File: src/rtl/instr_fetch_unit.sv
// instr_fetch_unit
// Fetch front end for the multicycle control unit: holds the PC, issues one
// word-aligned read at a time to instruction memory, and presents returned
// words on an IR slot with a valid/take handshake. Branch redirects flush
// held and in-flight words.
// Build option: define INSTR_FETCH_PREFETCH_EN for a 2-entry prefetch queue;
// leave it undefined for a single IR slot (queue logic compiled out).
module instr_fetch_unit #(
    parameter int                ADDR_W   = 32,
    parameter logic [ADDR_W-1:0] RESET_PC = '0
) (
    input  logic              clock,
    input  logic              reset,
    output logic              mem_req_valid,
    input  logic              mem_req_ready,
    output logic [ADDR_W-1:0] mem_req_addr,
    input  logic              mem_rsp_valid,
    input  logic [31:0]       mem_rsp_data,
    output logic [31:0]       ir,
    output logic              ir_valid,
    output logic [ADDR_W-1:0] ir_pc,
    input  logic              ir_take,
    input  logic              redirect,
    input  logic [ADDR_W-1:0] redirect_pc
);

    typedef enum logic [1:0] {S_IDLE, S_REQ, S_WAIT, S_DRAIN} state_t;

`ifdef INSTR_FETCH_PREFETCH_EN
    localparam logic [1:0] CAPACITY = 2'd2;
`else
    localparam logic [1:0] CAPACITY = 2'd1;
`endif
    localparam logic [ADDR_W-1:0] WORD_BYTES = ADDR_W'(4);
    localparam logic [ADDR_W-1:0] ALIGN_MASK = ~ADDR_W'(3);

    state_t              state_q, state_d;
    logic [ADDR_W-1:0]   fetch_pc_q, fetch_pc_d;
    logic [ADDR_W-1:0]   inflight_pc_q, inflight_pc_d;
    logic [31:0]         ir_q, ir_d;
    logic [ADDR_W-1:0]   ir_pc_q, ir_pc_d;
    logic                ir_valid_q, ir_valid_d;
`ifdef INSTR_FETCH_PREFETCH_EN
    logic [31:0]         tail_q, tail_d;
    logic [ADDR_W-1:0]   tail_pc_q, tail_pc_d;
    logic                tail_valid_q, tail_valid_d;
`endif

    logic                pop;
    logic                push;
    logic [1:0]          occupied;
    logic                slot_free;

    // Queue update: pop on take, push on a live response, flush on redirect.
    always_comb begin
        // NOTE: every signal written here gets a default first, so no path can infer a latch.
        pop        = ir_take && ir_valid_q;
        push       = (state_q == S_WAIT) && mem_rsp_valid && !redirect;
        ir_d       = ir_q;
        ir_pc_d    = ir_pc_q;
        ir_valid_d = ir_valid_q;
`ifdef INSTR_FETCH_PREFETCH_EN
        tail_d       = tail_q;
        tail_pc_d    = tail_pc_q;
        tail_valid_d = tail_valid_q;
        if (pop) begin
            ir_d         = tail_q;
            ir_pc_d      = tail_pc_q;
            ir_valid_d   = tail_valid_q;
            tail_valid_d = 1'b0;
        end
        // Push lands in the head if the pop (or nothing) left it empty.
        if (push) begin
            if (ir_valid_d) begin
                tail_d       = mem_rsp_data;
                tail_pc_d    = inflight_pc_q;
                tail_valid_d = 1'b1;
            end else begin
                ir_d       = mem_rsp_data;
                ir_pc_d    = inflight_pc_q;
                ir_valid_d = 1'b1;
            end
        end
        if (redirect) begin
            ir_valid_d   = 1'b0;
            tail_valid_d = 1'b0;
        end
        occupied = {1'b0, ir_valid_d} + {1'b0, tail_valid_d};
`else
        if (pop) begin
            ir_valid_d = 1'b0;
        end
        if (push) begin
            ir_d       = mem_rsp_data;
            ir_pc_d    = inflight_pc_q;
            ir_valid_d = 1'b1;
        end
        if (redirect) begin
            ir_valid_d = 1'b0;
        end
        occupied = {1'b0, ir_valid_d};
`endif
        // Post-update occupancy, so a take this cycle frees a slot for next cycle's request.
        slot_free = occupied < CAPACITY;
    end

    // Fetch FSM: one request outstanding; redirect overrides the PC in every state.
    always_comb begin
        state_d       = state_q;
        fetch_pc_d    = fetch_pc_q;
        inflight_pc_d = inflight_pc_q;
        case (state_q)
            S_IDLE: begin
                if (!redirect && slot_free) state_d = S_REQ;
            end
            S_REQ: begin
                // Without acceptance a redirect simply retargets the pending request.
                if (mem_req_ready) begin
                    inflight_pc_d = fetch_pc_q;
                    fetch_pc_d    = fetch_pc_q + WORD_BYTES;
                    state_d       = redirect ? S_DRAIN : S_WAIT;
                end
            end
            S_WAIT: begin
                // A response arriving with the redirect is the one being discarded,
                // so there is nothing left to drain.
                if (redirect) state_d = mem_rsp_valid ? S_REQ : S_DRAIN;
                else if (mem_rsp_valid) state_d = slot_free ? S_REQ : S_IDLE;
            end
            S_DRAIN: begin
                if (mem_rsp_valid) state_d = S_REQ;
            end
        endcase
        if (redirect) fetch_pc_d = redirect_pc & ALIGN_MASK;
    end

    // Control and head-slot registers, synchronous active-high reset.
    always_ff @(posedge clock) begin
        if (reset) begin
            state_q       <= S_IDLE;
            fetch_pc_q    <= RESET_PC;
            inflight_pc_q <= RESET_PC;
            ir_q          <= '0;
            ir_pc_q       <= RESET_PC;
            ir_valid_q    <= 1'b0;
`ifdef INSTR_FETCH_PREFETCH_EN
            tail_valid_q  <= 1'b0;
`endif
        end else begin
            // NOTE: non-blocking assignments so every flop samples pre-edge values.
            state_q       <= state_d;
            fetch_pc_q    <= fetch_pc_d;
            inflight_pc_q <= inflight_pc_d;
            ir_q          <= ir_d;
            ir_pc_q       <= ir_pc_d;
            ir_valid_q    <= ir_valid_d;
`ifdef INSTR_FETCH_PREFETCH_EN
            tail_valid_q  <= tail_valid_d;
`endif
        end
    end

`ifdef INSTR_FETCH_PREFETCH_EN
    // Tail payload storage, qualified by tail_valid_q.
    always_ff @(posedge clock) begin
        // NOTE: payload is deliberately not reset; the valid bit alone marks it meaningful.
        tail_q    <= tail_d;
        tail_pc_q <= tail_pc_d;
    end
`endif

    assign mem_req_valid = (state_q == S_REQ);
    assign mem_req_addr  = fetch_pc_q;
    assign ir            = ir_q;
    assign ir_valid      = ir_valid_q;
    assign ir_pc         = ir_pc_q;

endmodule
File: config.mk
export PLATFORM = sky130hd
export DESIGN_NAME = instr_fetch_unit
export DESIGN_NICKNAME = d
export VERILOG_FILES = /design/src/rtl/instr_fetch_unit.sv
export SDC_FILE = /design/constraint.sdc
export NUM_CORES = 1
export LEC_CHECK = 0
export BUFFER_PORTS_ARGS = -buffer_cell sky130_fd_sc_hd__buf_2
export CAP_MARGIN = 20
export CORE_ASPECT_RATIO = 0.7
export CORE_MARGIN = 2
export CORE_UTILIZATION = 50
export CTS_CLUSTER_SIZE = 16
export DETAILED_ROUTE_END_ITERATION = 16
export PLACE_DENSITY = 0.78
export SYNTH_ARGS = -nofsm -noshare
export SYNTH_HDL_FRONTEND = slang
export SYNTH_SLANG_ARGS = --single-unit
File: constraint.sdc
create_clock -name clock -period 4 [get_ports clock]
set_input_delay 0 -clock clock [delete_from_list [all_inputs] [get_ports clock]]
set_output_delay 0 -clock clock [all_outputs]
set_load 0.005 [all_outputs]
After elaboration in Yosys (flattened, before gate mapping)
Index checks and enable logic that the tools add are counted.
Storage, ports and cells
  logic and storage cells: 43
  register bits: 131
  bits of input ports: 70
  output and inout bits: 98
Cells by class
  add/subtract/negate cells: 1
  reductions and logical operators: 12
  equality and inequality tests: 7
  muxes and demuxes: 15
  magnitude comparators: 1
Operators by type and width (number)
  32-bit 2-to-1 mux: 3
  32-bit by 3-bit adder with 32-bit output, second input constant: 1
  2-bit 2-to-1 mux: 6
  2-bit case mux with 4 select lines: 1
  1-bit 2-to-1 mux: 5
  2-bit == test, second input constant: 2
  1-bit logical AND: 4
  2-bit inequality test, second input constant: 2
  2-bit AND reduction: 2
  4-bit AND reduction: 1
  2-bit nonzero test: 2
  3-bit inequality test, second input constant: 1
  2-bit by 1-bit == test with 1-bit output, second input constant: 1
  2-bit zero test: 1
  2-bit by 1-bit inequality test with 1-bit output, second input constant: 1
  2-bit OR reduction: 1
  1-bit zero test: 1
  1-bit less-than comparator, second input constant: 1

Depth between registers and ports, before layout
Gate-level depths: netlist (run 1).
  depth after elaboration: 10
  mapped depth: 8
  mapped depth without buffers: 6

Worst setup path before layout (run 1)
OpenSTA, ideal clock, no wires.
  path type: register to register
  from: reg state_q[1]
  to: reg fetch_pc_q[22] (netlist: mem_req_addr[22])
  slack: 1.767 ns
  stages on the path, launching flop included: 9
  period minus slack after synthesis: 2.233 ns
  required time: 3.909 ns
  buffers on the path: 2
  library setup time: 0.091 ns
  arrival: 2.142 ns
  cells stage by stage: dfxtp_1 -> inv_1 -> ha_1 -> buf_2 -> nand2_2 -> or4_1 -> buf_2 -> or4_1 -> a311oi_1
On the way
  longest elaborated chain between the ends: 3
Ends and longest elaborated chain
  start, declared: RTL line 37  | state_t state_q, state_d;
  start signal, assigned: RTL line 151  | state_q <= state_d;
  2-bit by 1-bit == test with 1-bit output
  via mem_req_valid: RTL line 14  | output logic mem_req_valid,
  2-bit nonzero test (no line)
  2-bit AND reduction (no line)
  end signal, assigned: RTL line 152  | fetch_pc_q <= fetch_pc_d;
  end, declared: RTL line 38  | logic [ADDR_W-1:0] fetch_pc_q, fetch_pc_d;
The timed path passes the listed nets, and every way through them passes these cells.
A chain may end at the register's enable or synchronous reset.

Worst setup path after layout (run 1)
  from: reg state_q[1]
  to: reg fetch_pc_q[22] (netlist: mem_req_addr[22])
On the way
  longest elaborated chain between the ends: 3
Ends and longest elaborated chain
  2-bit by 1-bit == test with 1-bit output: RTL line 112  | case (state_q)
  2-bit nonzero test (no line)
  2-bit AND reduction (no line)
Every way passes these cells.

==> results of run 1 <==
final timing paths:
| kind | slack, ns | endpoint | start | depth (start not counted) |
|---|---|---|---|---|
| worst max-delay path | 1.02 | mem_req_addr[22] | state_q[1] | 6 |
| worst max register to register | 1.02 | mem_req_addr[22] | state_q[1] | 6 |
| worst min-delay path | 0.03 | state_q[1] | mem_rsp_valid | 4 |
| worst min register to register | 0.45 | ir_pc[5] | ir_pc[5] | 2 |
area by class of cell:
| class | instances | area (sq um) | share of cell area |
|---|---|---|---|
| inverters | 14 | 52.6 | 0.00729 |
| flip-flops and latches | 125 | 2500 | 0.347 |
| multi-input cells | 484 | 2460 | 0.342 |
| clock inverters | 15 | 115 | 0.0160 |
| clock buffers | 17 | 425 | 0.0590 |
| repair buffers | 228 | 1480 | 0.206 |
| well taps | 132 | 165 | 0.0229 |
critical path, delay by kind of cell (launching register included):
family	cells	cell delay [ns]
buffers and inverters	1	0.08
AND/OR/NAND/NOR	3	1.80
adder cells (fa/ha/maj)	1	0.32
flip-flops	1	0.34
AO/OA/AOI/OAI	1	0.32
kinds of logic after synthesis:
logic type	synth area share
AND/OR/NAND/NOR	0.264
AO/OA/AOI/OAI	0.171
flip-flops	0.479
buffers and inverters	0.0522
XOR/XNOR	0.0168
adder cells (fa/ha/maj)	0.0120
multiplexers	0.00383
other	0.000718
power groups by stage:
stage,clock [mW],sequential [mW],combinational (mW)
2_1_floorplan,0,1.37,0.227
3_3_place_gp,0,1.38,0.324
3_5_place_dp,0,1.39,0.339
4_1_cts,1.41,1.36,0.390
5_1_grt,1.46,1.37,0.439
6_report,1.39,1.36,0.399
state kept, by name (all words and copies together), names as in the netlist:
register and count:
mem_req_addr 30, ir 32, inflight_pc_q 30, state_q 2, ir_valid 1, ir_pc 30
metal layers:
metal  up-vias  share of wire
li1       2706              -
met1      2619           0.42
met2       263           0.48
met3        34          0.084
met4         0          0.020
met5         -              0
per-stage QoR:
| stage | util | setup slack [ns] | area [sq um] | hold WS, ns |
|---|---|---|---|---|
| after CTS | 0.702 | 1.05 | 7190 | 0.00164 |
| after global placement | 0.587 | 1.26 | 6020 | 0.240 |
| after detailed placement | 0.587 | 1.10 | 6020 | 0.247 |
| after floorplan | - | 1.77 | 5240 | 0.136 |
| final | 0.704 | 1.02 | 7210 | 0.0274 |
| after global routing | 0.704 | 0.870 | 7210 | 0.0703 |
cells in the final DEF, fill, tap and decap left out, types with 3 or more instances in the layout:
cell type      netlist  routed
nand2_1            206     205
buf_2                5     160
dfxtp_1            125     125
a21oi_1             96      96
dlygate4sd3_1        0      63
nor2_1              25      25
clkbuf_16            0      17
inv_1               13      13
nand3_1             13      13
nand4_1             13      13
a211oi_1            12      12
nor3_1              11      11
or4_1               11      11
a311oi_1            10      10
nor4_1               9       9
o31ai_1              8       8
xnor2_1              7       7
o21ai_1              5       5
ha_1                 5       5
clkinv_4             0       5
or3_1                4       4
conb_1               1       4
clkinvlp_4           0       4
buf_4                4       4
and4_1               3       3
and3_1               3       3
o211ai_1             3       3
o21ai_0              3       3
xor2_1               3       3
inv_6                0       3
clkinv_2             0       3
what timing repair did:
action | CTS | global route
endpoints found under the hold margin | 63 | 0
resized for setup | 0 | 0
hold buffers | 63 | 0
setup buffers | 0 | 0
==> impl_metrics.tcl, run 1 <==
set metrics [dict create \
    yosysUniqueCellTypes 49 \
    numCtsBuffers 17 \
    grt_max_degree 66 \
    required_ns 4.30 \
    gp_congestion 0.929 \
    fill_cells 833 \
    vias_per_cell 5.54 \
    port-buffer-count 161 \
    worstSetupPathType "register to register" \
    power_switching_mw 0.887 \
    grt-busiest-layer "met2" \
    finalClockSkew_ns 0.00778 \
    core_area_sq_mm 0.0102 \
    status "complete, no violations" \
    max_stage_delay_ns 0.80 \
    ir_drop_uv 346 \
    syn_inst 673 \
    endpoint_kind "register" \
    relSlewSlack 0.448 \
    maxCapViolCount 0 \
    yosysSeqAreaShare 0.479 \
    die_h_microns 89.5 \
    worstPathCellList "inv_1 -> ha_1 -> nand2_2 -> or4_1 -> or4_1 -> a311oi_1" \
    first_pass_iters 5 \
    synth_common_cells "nand2_1 (206), dfxtp_1 (125), a21oi_1 (96)" \
    cts-htree-levels 4 \
    fin_crit_sh 0.746 \
    die-area_sq_mm 0.0113 \
    use_met3 0.0802 \
    crit_arrival_ns 3.28 \
    totalWireLength_microns 15700 \
    p_int_mw 2.27 \
    yosys_most_used_dff "dfxtp_1" \
    grt-ovfl-total 0 \
    synth.largest_area_cell "dfxtp_1" \
    grt_pass1_vias 5159 \
    period_minus_slack_ns 2.98 \
    drtIter0Drc 409 \
    hold_class "primary input to register" \
    layout-drive-gt1-share 0.232 \
    insertion_delay_ns 0.41 \
    track_usage 0.273 \
    diodes 0 \
    tightest_slew_ns 0.828 \
    yosysMostFrequentCell "nand2_1" \
    crit_top_cell "or4_1" \
    ant_nets 0 \
    cp_slowest_cell "or4_1" \
    finalSetupViolations 0 \
    start_util 0.510 \
    clock-sinks 125 \
    p_seq_frac 0.432 \
    cts_tree "yes" \
    p_leak_nw 2.87 \
    die_x_microns 126 \
    fmax_ghz 0.335 \
    powerDensity_mw_per_mm2 438 \
    met2_usage 0.458 \
    yosys.area.top_type_share 0.479 \
    avgSynthCellArea_sq_um 7.76 \
    slew_viol_final 0 \
    cts.clk_slew.worst_paths_ns 0.06 \
    place_inst 919 \
    synth-edff-count 0 \
    drc_errors 0 \
    final_net_count 945 \
    vias 5622 \
    p_comb_frac 0.126 \
    area.growth.synth_to_final_pct 37.9 \
    yosys-top-cells-area "dfxtp_1 (48%), nand2_1 (15%), a21oi_1 (9.2%)" \
    fin_setup_tns_ns 0 \
    grt_pass1_wl_microns 24700 \
    num_io_pins 168 \
    clkPwrFrac 0.442 \
    critical_path.max_fanout 37 \
    stdcell_count 1015 \
    grt_use_met1 0.341 \
    avgRoutedWirePerCell_microns 15.4 \
    rows 31 \
    async_flop_share 0 \
    total_power_mw 3.15 \
    rsz0062_at_grt "false" \
    antenna_found_initial 0 \
    hold_violations 0 \
    switching_share 0.281 \
    start_kind "register" \
    synth_area_sq_mm 0.00523 \
    clockBufferDepth 2 \
    yosysWarnings 0 \
    cts-root-buf "clkbuf_16" \
    hpwl_microns 9820 \
    ys_seq_elements 125 \
]
No activity file was read; power rests on OpenSTA's default activity.
==> inputs of run 2 (changes only) <==
ABC_AREA = 1   (was default)
PLACE_DENSITY = 0.77   (was 0.78)
clock period = 3 ns   (was 4 ns; I/O delays follow)
==> run 2 against run 1 <==
- cell count rose by 12%
- non-clock buffer count rose by 7
- synthesized area is 5.1% higher
- register-to-register slack worse by 0.22 ns
- via count up 1.6%
- clock skew increased by 0.0026 ns
- sequential cell count unchanged
- combinational power increased by 35%
- largest power group is now registers
- worst setup slack worse by 0.22 ns
- clock-buffer cell count increased by 6
- wire length is 2.4% higher
- largest cell class is now multi-input combinational cells
==> impl_metrics.tcl, run 2 <==
set metrics [dict create \
    power_switching_mw 1.05 \
    first_pass_iters 5 \
    vias 5714 \
    hold_violations 0 \
    cts_resized 0 \
    hold_class "primary input to register" \
    layout_common_cells "nor2_1 (175), buf_2 (161), dfxtp_1 (125)" \
    hpwl_microns 10300 \
    maxCapViolCount 0 \
    yosys-top-cells-area "dfxtp_1 (46%), nor2_1 (12%), o21ai_0 (9.8%)" \
    r2r-start "state_q[0]" \
    core_area_sq_mm 0.0105 \
    cts_tree "yes" \
    drc_errors 0 \
    final_common_cell "nor2_1" \
    clockBufferDepth 2 \
    holdWs_ns 0.0210 \
    grt_pass1_wl_microns 25300 \
    yosysWarnings 0 \
    worstSetupEndpoint "ir_valid" \
    rsz0062_at_grt "false" \
    track_usage 0.272 \
    rows 31 \
    start_kind "register" \
    area.growth.synth_to_final_pct 37.4 \
    critical_path.max_fanout 38 \
    yosys.area.top_type_share 0.456 \
    synth_area_sq_mm 0.00549 \
    start_util 0.522 \
    cts.clk_slew.worst_paths_ns 0.05 \
    cts-root-buf "clkbuf_16" \
    grt_max_degree 63 \
    fin_crit_sh 0.734 \
    p_comb_frac 0.129 \
    totalWireLength_microns 16100 \
    crit_arrival_ns 2.54 \
    insertion_delay_ns 0.41 \
    cts-htree-levels 4 \
    synth-edff-count 0 \
    die_h_microns 91.7 \
    p_leak_nw 3.38 \
    slew_viol_final 0 \
    powerDensity_mw_per_mm2 552 \
    clock-sinks 125 \
    async_flop_share 0 \
    avgSynthCellArea_sq_um 7.15 \
    die_x_microns 129 \
    p_int_mw 3.11 \
    finalSetupViolations 0 \
    yosysMostFrequentCell "nor2_1" \
    period_minus_slack_ns 2.20 \
    pre_cts_slack_ns 1.07 \
    yosysSeqAreaShare 0.456 \
    endpoint_kind "register" \
    reg2reg_to "ir_valid" \
    startpoint "state_q[0]" \
    ys_seq_elements 125 \
    clkPwrFrac 0.428 \
    final_net_count 1058 \
    fmax_ghz 0.454 \
    yosysUniqueCellTypes 32 \
    yosys_most_used_dff "dfxtp_1" \
    status "complete, no violations" \
    grt_pass1_vias 5231 \
    drtIter0Drc 354 \
    fin_ws_ns 0.799 \
    port-buffer-count 161 \
    numCtsBuffers 17 \
    ir_drop_uv 435 \
    gp_congestion 0.895 \
    largest_reg_flops 32 \
    die-area_sq_mm 0.0118 \
    vias_per_cell 5.02 \
    synth_common_cells "nor2_1 (175), dfxtp_1 (125), o21ai_0 (107)" \
    p_seq_frac 0.443 \
    worstSetupPathType "register to register" \
    grt-ovfl-total 0 \
    worst_r2r_path_depth 7 \
    fin_setup_tns_ns 0 \
    layout-drive-gt1-share 0.226 \
    finalClockSkew_ns 0.0104 \
    ff2ff_setup_slack_ns 0.80 \
    num_io_pins 168 \
    antenna_found_initial 0 \
    avgRoutedWirePerCell_microns 14.1 \
    ant_nets 0 \
    required_ns 3.34 \
    syn_inst 768 \
    synth.largest_area_cell "dfxtp_1" \
    postCtsSetupBuffers 0 \
    total_power_mw 4.17 \
    switching_share 0.253 \
]
==> run 2: cell count changes after synthesis, moves of 9 or more <==
cell,change
a211oi_1,-10
a21oi_1,-52
a311oi_1,-10
clkbuf_1,-18
inv_1,+49
nand2_1,-103
nand3_1,+22
nand4_1,-11
nor2_1,+150
nor4_1,-9
o21ai_0,+104
or4_1,-11
==> run 2: cell type report <==
type                            count  area [sq um]
Fill cell                         866          2970
Multi-Input combinational cell    538          2560
Sequential cell                   125          2500
Timing Repair Buffer              235          1540
Clock buffer                       23           488
Inverter                           66           250
Tap cell                          148           185
Clock inverter                      3          15.0
Antenna cell                        1          2.50
==> run 2: routing by layer <==
metal,track usage,share of wire,up-vias
met5,0,0,-
met4,0.0969,0.015,0
met3,0.0601,0.069,21
met2,0.448,0.48,223
met1,0.350,0.44,2592
li1,-,-,2878
==> run 2: metrics by stage <==
step	utilization	instance area, sq um	instances
global placement	0.606	6370	1046
floorplan	-	5500	771
CTS	0.717	7540	1138
finish	0.717	7540	1139
global route	0.717	7540	1138
detailed placement	0.606	6370	1046
==> run 2: logic make-up (layout without fill, tap and decap cells) <==
group / after synthesis / after routing / synth area share
adder cells (fa/ha/maj): 5 / 5 / 0.0114
flip-flops: 125 / 125 / 0.456
XOR/XNOR: 12 / 12 / 0.0191
AND/OR/NAND/NOR: 344 / 344 / 0.270
AO/OA/AOI/OAI: 173 / 173 / 0.162
buffers and inverters: 108 / 327 / 0.0802
other: 1 / 5 / 0.000683
==> run 2: worst min-delay path by stage <==
stage / from / end / slack (ns) / cells after the start
detailed placement: mem_rsp_data[19] / ir[19] / 0.25 / 3
global route: redirect_pc[23] / mem_req_addr[23] / 0.03 / 5
global placement: mem_rsp_data[2] / ir[2] / 0.25 / 3
CTS: redirect / mem_req_addr[13] / 0.01 / 5
floorplan: mem_rsp_data[21] / ir[21] / 0.16 / 2
finish: redirect / mem_req_addr[13] / 0.02 / 5
==> run 2: power by group through the flow <==
stage	clock, mW	combinational [mW]	sequential, mW
after global routing	1.87	0.611	1.85
after global placement	0	0.450	1.87
final	1.78	0.538	1.84
after CTS	1.80	0.533	1.84
after floorplan	0	0.300	1.86
after detailed placement	0	0.457	1.87
==> run 2: critical path, stage by stage (launching register included) <==
cell	delay [ns]
dfxtp_1	0.32
inv_1	0.12
ha_1	0.32
nand3_4	0.36
o21ai_1	0.26
nand2_1	0.10
dlygate4sd3_1	0.57
nor2_1	0.09
==> run 2: repair_timing <==
| action | 4_1_cts | 5_1_grt |
|---|---|---|
| endpoints found under the hold margin | 62 | 0 |
| hold buffers | 66 | 0 |
| endpoints found under the setup margin | 0 | 0 |
